File: src/rtl/dmem_pkg.sv
// Shared types and constants for the data-memory arbiter.
//   dmem_state_t : sequencer states (IDLE -> ISSUE -> DONE)
//   gnt_id_t     : index of the granted master (0 = CPU, 1 = debug/DMA)
//   WORD_SHIFT   : byte-address to word-index shift
package dmem_pkg;
  typedef enum logic [1:0] {
    IDLE  = 2'd0,
    ISSUE = 2'd1,
    DONE  = 2'd2
  } dmem_state_t;

  typedef logic gnt_id_t;

  localparam int WORD_SHIFT = 2;
endpackage

File: src/rtl/rr_arb2.sv
// Two-input round-robin arbiter, purely combinational.
//   i_req        : request vector, bit n = master n
//   i_last_grant : master granted by the previous completed transaction
//   o_gnt        : one-hot grant (all zero when nothing requests)
module rr_arb2
  import dmem_pkg::*;
(
  input  logic [1:0] i_req,
  input  gnt_id_t    i_last_grant,
  output logic [1:0] o_gnt
);
  always_comb begin
    o_gnt = i_req;
    // On contention the master that did not win last time goes first.
    if (i_req == 2'b11) o_gnt = i_last_grant ? 2'b01 : 2'b10;
  end
endmodule

File: src/rtl/dmem_arbiter.sv
// Two-master arbiter/sequencer in front of the word-addressed data memory.
// Each access takes IDLE (grant + latch + address check), ISSUE (one-cycle
// rd or wr strobe, or nothing on an illegal address) and DONE (ack pulse).
//   clk, rst_n           : clock, async active-low reset
//   mN_req/we/addr/wdata : master N request and fields (held until ack)
//   mN_ack/err/rdata     : master N completion pulse, error flag, load data
//   mem_rd/mem_wr        : mutually exclusive memory strobes
//   mem_addr/mem_wdata   : memory address / store data (held between strobes)
//   mem_rdata            : combinational memory read data
module dmem_arbiter
  import dmem_pkg::*;
#(
  parameter int DATA_W    = 32,
  parameter int ADDR_W    = 32,
  parameter int MEM_WORDS = 1024
) (
  input  logic              clk,
  input  logic              rst_n,
  input  logic              m0_req,
  input  logic              m0_we,
  input  logic [ADDR_W-1:0] m0_addr,
  input  logic [DATA_W-1:0] m0_wdata,
  output logic              m0_ack,
  output logic              m0_err,
  output logic [DATA_W-1:0] m0_rdata,
  input  logic              m1_req,
  input  logic              m1_we,
  input  logic [ADDR_W-1:0] m1_addr,
  input  logic [DATA_W-1:0] m1_wdata,
  output logic              m1_ack,
  output logic              m1_err,
  output logic [DATA_W-1:0] m1_rdata,
  output logic              mem_rd,
  output logic              mem_wr,
  output logic [ADDR_W-1:0] mem_addr,
  output logic [DATA_W-1:0] mem_wdata,
  input  logic [DATA_W-1:0] mem_rdata
);
  localparam logic [ADDR_W-1:0] W_LIMIT = ADDR_W'(MEM_WORDS);

  dmem_state_t       r_state, w_next;
  gnt_id_t           r_gid, r_last, w_gid;
  logic              r_we, r_err;
  logic [ADDR_W-1:0] r_maddr;
  logic [DATA_W-1:0] r_mwdata, r_rdata0, r_rdata1, w_cap;
  logic [1:0]        w_req, w_gnt;
  logic              w_we, w_err;
  logic [ADDR_W-1:0] w_addr;
  logic [DATA_W-1:0] w_wdata;

  assign w_req = {m1_req, m0_req};

  rr_arb2 u_arb (
    .i_req       (w_req),
    .i_last_grant(r_last),
    .o_gnt       (w_gnt)
  );

  assign w_gid   = gnt_id_t'(w_gnt == 2'b10);
  assign w_we    = w_gid ? m1_we    : m0_we;
  assign w_addr  = w_gid ? m1_addr  : m0_addr;
  assign w_wdata = w_gid ? m1_wdata : m0_wdata;
  assign w_err   = (w_addr[1:0] != 2'b00) || ((w_addr >> WORD_SHIFT) >= W_LIMIT);
  assign w_cap   = r_err ? '0 : mem_rdata;

  // State register
  always_ff @(posedge clk or negedge rst_n) begin
    if (!rst_n) r_state <= IDLE;
    else        r_state <= w_next;
  end

  // Next-state logic
  always_comb begin
    w_next = r_state;
    case (r_state)
      IDLE:    if (|w_req) w_next = ISSUE;
      ISSUE:   w_next = DONE;
      DONE:    w_next = IDLE;
      default: w_next = IDLE;
    endcase
  end

  // Latches and per-port read-data registers
  always_ff @(posedge clk or negedge rst_n) begin
    if (!rst_n) begin
      r_gid    <= 1'b0;
      r_last   <= 1'b1;
      r_we     <= 1'b0;
      r_err    <= 1'b0;
      r_maddr  <= '0;
      r_mwdata <= '0;
      r_rdata0 <= '0;
      r_rdata1 <= '0;
    end else begin
      case (r_state)
        IDLE: if (|w_req) begin
          r_gid <= w_gid;
          r_we  <= w_we;
          r_err <= w_err;
          // Memory-side address/data only move for a legal access, so they
          // stay put across error transactions where no strobe is raised.
          if (!w_err) begin
            r_maddr <= w_addr;
            if (w_we) r_mwdata <= w_wdata;
          end
        end
        ISSUE: if (r_err || !r_we) begin
          if (r_gid) r_rdata1 <= w_cap;
          else       r_rdata0 <= w_cap;
        end
        DONE:    r_last <= r_gid;
        default: ;
      endcase
    end
  end

  // Outputs decoded from state so an async reset drops strobes at once.
  always_comb begin
    mem_rd = 1'b0;
    mem_wr = 1'b0;
    m0_ack = 1'b0;
    m1_ack = 1'b0;
    m0_err = 1'b0;
    m1_err = 1'b0;
    case (r_state)
      ISSUE: if (!r_err) begin
        mem_rd = !r_we;
        mem_wr = r_we;
      end
      DONE: begin
        m0_ack = !r_gid;
        m1_ack = r_gid;
        m0_err = !r_gid && r_err;
        m1_err = r_gid && r_err;
      end
      default: ;
    endcase
  end

  assign mem_addr  = r_maddr;
  assign mem_wdata = r_mwdata;
  assign m0_rdata  = r_rdata0;
  assign m1_rdata  = r_rdata1;
endmodule

File: config.mk
export PLATFORM = sky130hd
export DESIGN_NAME = dmem_arbiter
export DESIGN_NICKNAME = d
export VERILOG_FILES = /design/src/rtl/dmem_pkg.sv /design/src/rtl/rr_arb2.sv /design/src/rtl/dmem_arbiter.sv
export SDC_FILE = /design/constraint.sdc
export NUM_CORES = 1
export LEC_CHECK = 0
export CAP_MARGIN = 5
export CORE_UTILIZATION = 43
export DETAILED_ROUTE_END_ITERATION = 6
export PLACE_DENSITY = 0.83
export SLEW_MARGIN = 20
export SYNTH_ARGS = -nofsm -noshare
export SYNTH_HDL_FRONTEND = slang
export SYNTH_SLANG_ARGS = --single-unit
File: constraint.sdc
create_clock -name clk -period 3.3 [get_ports clk]
set_clock_uncertainty 0.2 [all_clocks]
set_input_delay 0.825 -clock clk [delete_from_list [all_inputs] [get_ports clk]]
set_output_delay 0.825 -clock clk [all_outputs]
set_load 0.1 [all_outputs]
==> results.rst <==
.. list-table::
   :header-rows: 1

   * - Metric
     - Value
   * - Outcome
     - finished, final reports clean
   * - Bufs on Longest Clock Path
     - 2
   * - Number of resized instances in the post-cts repair step
     - 0
   * - Initial DRC count
     - 251
   * - Htree depth
     - 4
   * - Critical path cell sequence
     - clkdlybuf4s50_1, a21boi_4, mux2i_1, nand2_1, nand4b_4, buf_12, mux2_4
   * - Distinct cells, synth
     - 28
   * - Global routing met1 resource utilization
     - 30.22%
   * - Least-Margin Pin Slew
     - 646.8 ps
   * - Number of cells produced by synthesis
     - 471
   * - Fraction of power spent switching nets
     - 31.61%
   * - Filler Cell Count
     - 901
   * - Pin count of the biggest net entering global routing
     - 67
   * - Minimum period implied by the final worst setup slack
     - 2887 ps
   * - Post-synth top flop
     - sky130_fd_sc_hd__dfrtp_1
   * - Number of placement rows
     - 41
   * - Number of setup violations in the final report
     - 0
   * - Fraction of final layout cells sized beyond drive strength 1
     - 33.84%
   * - Number of flip-flops and latches in the synthesized netlist
     - 134
   * - Number of buffers added on ports
     - 299
   * - Detailed Routing Iterations Pass 1
     - 4
   * - Post-DP HPWL
     - 12.54 mm
   * - Combined area of all synthesized cells
     - 0.005771 mm^2
   * - Clk_lat worst skew
     - 410 ps
   * - Area overhead of the layout relative to synthesis
     - 60.52%
   * - Final Max Slew Viols
     - 0
   * - Most common cell in the synthesized netlist
     - sky130_fd_sc_hd__dfrtp_1
   * - Starting utilization of the core area
     - 44.82%
   * - Total of warnings raised by yosys
     - 0
   * - Antenna-violating nets left
     - 0
   * - Highest net fanout along the worst path
     - 24
   * - First-pass GRT wire length
     - 26.90 mm
   * - Worst-case headroom to the max-slew limit
     - 56.88%
   * - Die Y-Extent
     - 117.8 um
   * - Area enclosed by the die boundary
     - 0.01389 mm^2
   * - Worst-path clk slew
     - 60 ps
   * - Vias in the first global route
     - 4,951
   * - Total power per unit cell area
     - 518.3 mW/mm^2
   * - Post-synth EDFFs
     - 0
   * - Final Cycle Share
     - 87.49%
   * - Nature of the critical path startpoint
     - input pin
   * - Highest Clock Rate
     - 346.4 MHz
   * - Synth async-reset ratio
     - 100.0%
   * - Proportion of synthesized chip area in sequential cells
     - 58.13%
   * - CTS buffer count
     - 17
   * - Sequential cell fraction of total power
     - 37.0%
   * - Pleak
     - 4.492 nW
   * - Worst min-delay path category
     - in2async
   * - Internal
     - 3.283 mW
   * - Total Nets Final
     - 936
   * - Top post-synthesis cells by count
     - sky130_fd_sc_hd__dfrtp_1, sky130_fd_sc_hd__nand2_1, sky130_fd_sc_hd__o21ai_0
   * - Remaining routing DRC violations
     - 0
   * - Grt ovf
     - 0
   * - Endpoint arrival time on the critical path
     - 2980 ps
   * - GRT busiest layer
     - met2
   * - Ant. Diodes
     - 0
   * - Largest delay share family, worst path
     - multiplexers
   * - Peak ir drop on the vdd network
     - 0.3939 mV
   * - Number of antenna violations at the first check in global routing
     - 0
   * - Gr usage total
     - 25.17%
   * - Vias
     - 4,660
   * - Buffers inserted by post-CTS timing repair
     - 0
   * - Combinational power share
     - 24.9%
   * - Average cell area after synthesis
     - 12.25 um^2
   * - Final weighted congestion in routability-driven placement
     - 0.8701
   * - Setup TNS
     - 0 ps
   * - Net switching power of the design
     - 1.517 mW
   * - Post-synth top area cell
     - sky130_fd_sc_hd__dfrtp_1
   * - Met2 usage
     - 42.02%
   * - Die width
     - 117.8 um
   * - Maxcap violations
     - 0
   * - Worst hold-check slack
     - 208.4 ps
   * - Clock network power share
     - 38.1%
   * - Synth area leaders
     - sky130_fd_sc_hd__dfrtp_1, sky130_fd_sc_hd__mux2_2, sky130_fd_sc_hd__mux2_4, sky130_fd_sc_hd__o21ai_0, sky130_fd_sc_hd__nand2_1
   * - Setup repair after global routing missed its margin
     - false
   * - Area share of the largest cell type after synthesis
     - 57.68%
   * - Synthesized netlist net count
     - 637
   * - TritonCTS clock tree
     - done
   * - Placeable Area
     - 0.01288 mm^2
   * - Number of buffer and inverter instances along the worst setup path
     - 2
   * - Number of hold-slack violations in the final timing report
     - 0
   * - WP data required
     - 3390 ps
   * - Master cell of the clock root buffer
     - sky130_fd_sc_hd__clkbuf_16
   * - Met3 Resource Use GR
     - 7.655%
   * - Crit path largest cell delay
     - 500 ps
   * - Critical-path top delay cell
     - sky130_fd_sc_hd__clkdlybuf4s50_1
   * - DR WL/cell
     - 17.79 um
   * - Mean number of vias per cell
     - 4.880
   * - Clock sink count
     - 134
   * - Wire length after detailed routing
     - 16.99 mm
   * - Kind of end point of the critical path
     - register
   * - CTS Hold Buffers Added
     - 0
   * - Top-level port count
     - 300
   * - Category of the critical setup timing path
     - in2reg
power by group through the flow:
stage / clock [mW] / sequential (mW) / combinational [mW]
CTS: 1.86 / 1.77 / 1.19
finish: 1.83 / 1.78 / 1.19
global route: 1.94 / 1.78 / 1.26
detailed placement: 0 / 1.80 / 1.19
global placement: 0 / 1.80 / 1.17
floorplan: 0 / 2.09 / 0.454
state kept, by name, summed over array words and instances, names as in the netlist:
| register | cells |
|---|---|
| mem_addr | 32 |
| m0_rdata | 32 |
| mem_wdata | 32 |
| r_err | 1 |
| r_state | 2 |
| m1_rdata | 32 |
| r_we | 1 |
| r_gid | 1 |
| r_last | 1 |
layout make-up:
| cell class | instances | area (um^2) | area share, % |
|---|---|---|---|
| repair buffers | 307 | 2794 | 30.16 |
| inverters | 2 | 7.507 | 0.08105 |
| clock buffers | 22 | 474.2 | 5.120 |
| clock inverters | 10 | 102.6 | 1.108 |
| flip-flops and latches | 134 | 3354 | 36.22 |
| well taps | 172 | 215.2 | 2.323 |
| multi-input cells | 308 | 2315 | 24.99 |
logic make-up (layout without fill, tap and decap cells):
logic type      count (synthesis)  after routing  share of synthesized area (%)
compound gates                 69             69                          6.245
buf+inv                        29            341                          2.515
flops                         134            134                          58.13
mux                            88             88                          19.30
simple gates                  151            151                          13.81
per-stage QoR:
| step | cells | util [%] | setup slack (ps) | power, mW | instance area (um^2) |
|---|---|---|---|---|---|
| 4_1_cts | 955 | 71.82 | 407.0 | 4.826 | 9248 |
| 3_3_place_gp | 923 | 67.34 | 104.4 | 2.968 | 8671 |
| 2_1_floorplan | 471 | - | -25.49 | 2.545 | 5782 |
| 5_1_grt | 955 | 71.94 | 309.5 | 4.982 | 9263 |
| 6_report | 955 | 71.94 | 412.9 | 4.801 | 9263 |
| 3_5_place_dp | 923 | 67.34 | -10.24 | 2.987 | 8671 |
worst paths after layout:
check / start / to / slack (ps) / cells past startpoint
max in group asynchronous: rst_n / m1_rdata[21] / 1910 / 2
min in group clk: m1_rdata[24] / m1_rdata[24] / 280 / 2
hold / removal: rst_n / m1_rdata[4] / 210 / 1
hold reg to reg: m1_rdata[24] / m1_rdata[24] / 280 / 2
setup / recovery: m1_req / mem_wdata[18] / 410 / 7
setup reg to reg: r_last / mem_wdata[18] / 980 / 6
cells in the final DEF, fill, tap and decap left out, drive strengths merged:
cell type | synthesis | routed
a21boi | 1 | 1
a21o | 1 | 1
and2 | 24 | 24
buf | 7 | 143
bufinv | 0 | 2
clkbuf | 20 | 22
clkdlybuf4s50 | 0 | 164
clkinv | 0 | 7
clkinvlp | 0 | 1
dfrtp | 133 | 133
dfstp | 1 | 1
inv | 2 | 2
mux2 | 86 | 86
mux2i | 2 | 2
nand2 | 67 | 67
nand2b | 35 | 35
nand3 | 3 | 3
nand4 | 3 | 3
nand4b | 1 | 1
nor2 | 6 | 6
nor3 | 4 | 4
nor4 | 8 | 8
o21a | 1 | 1
o21ai | 66 | 66
per-layer routing:
metal / vias to the layer above / share of wire (%)
li1: 2200 / -
met5: - / 0
met4: 0 / 2.9
met2: 187 / 50
met1: 2240 / 40
met3: 33 / 6.5
Power figures use the tool's default switching activity.
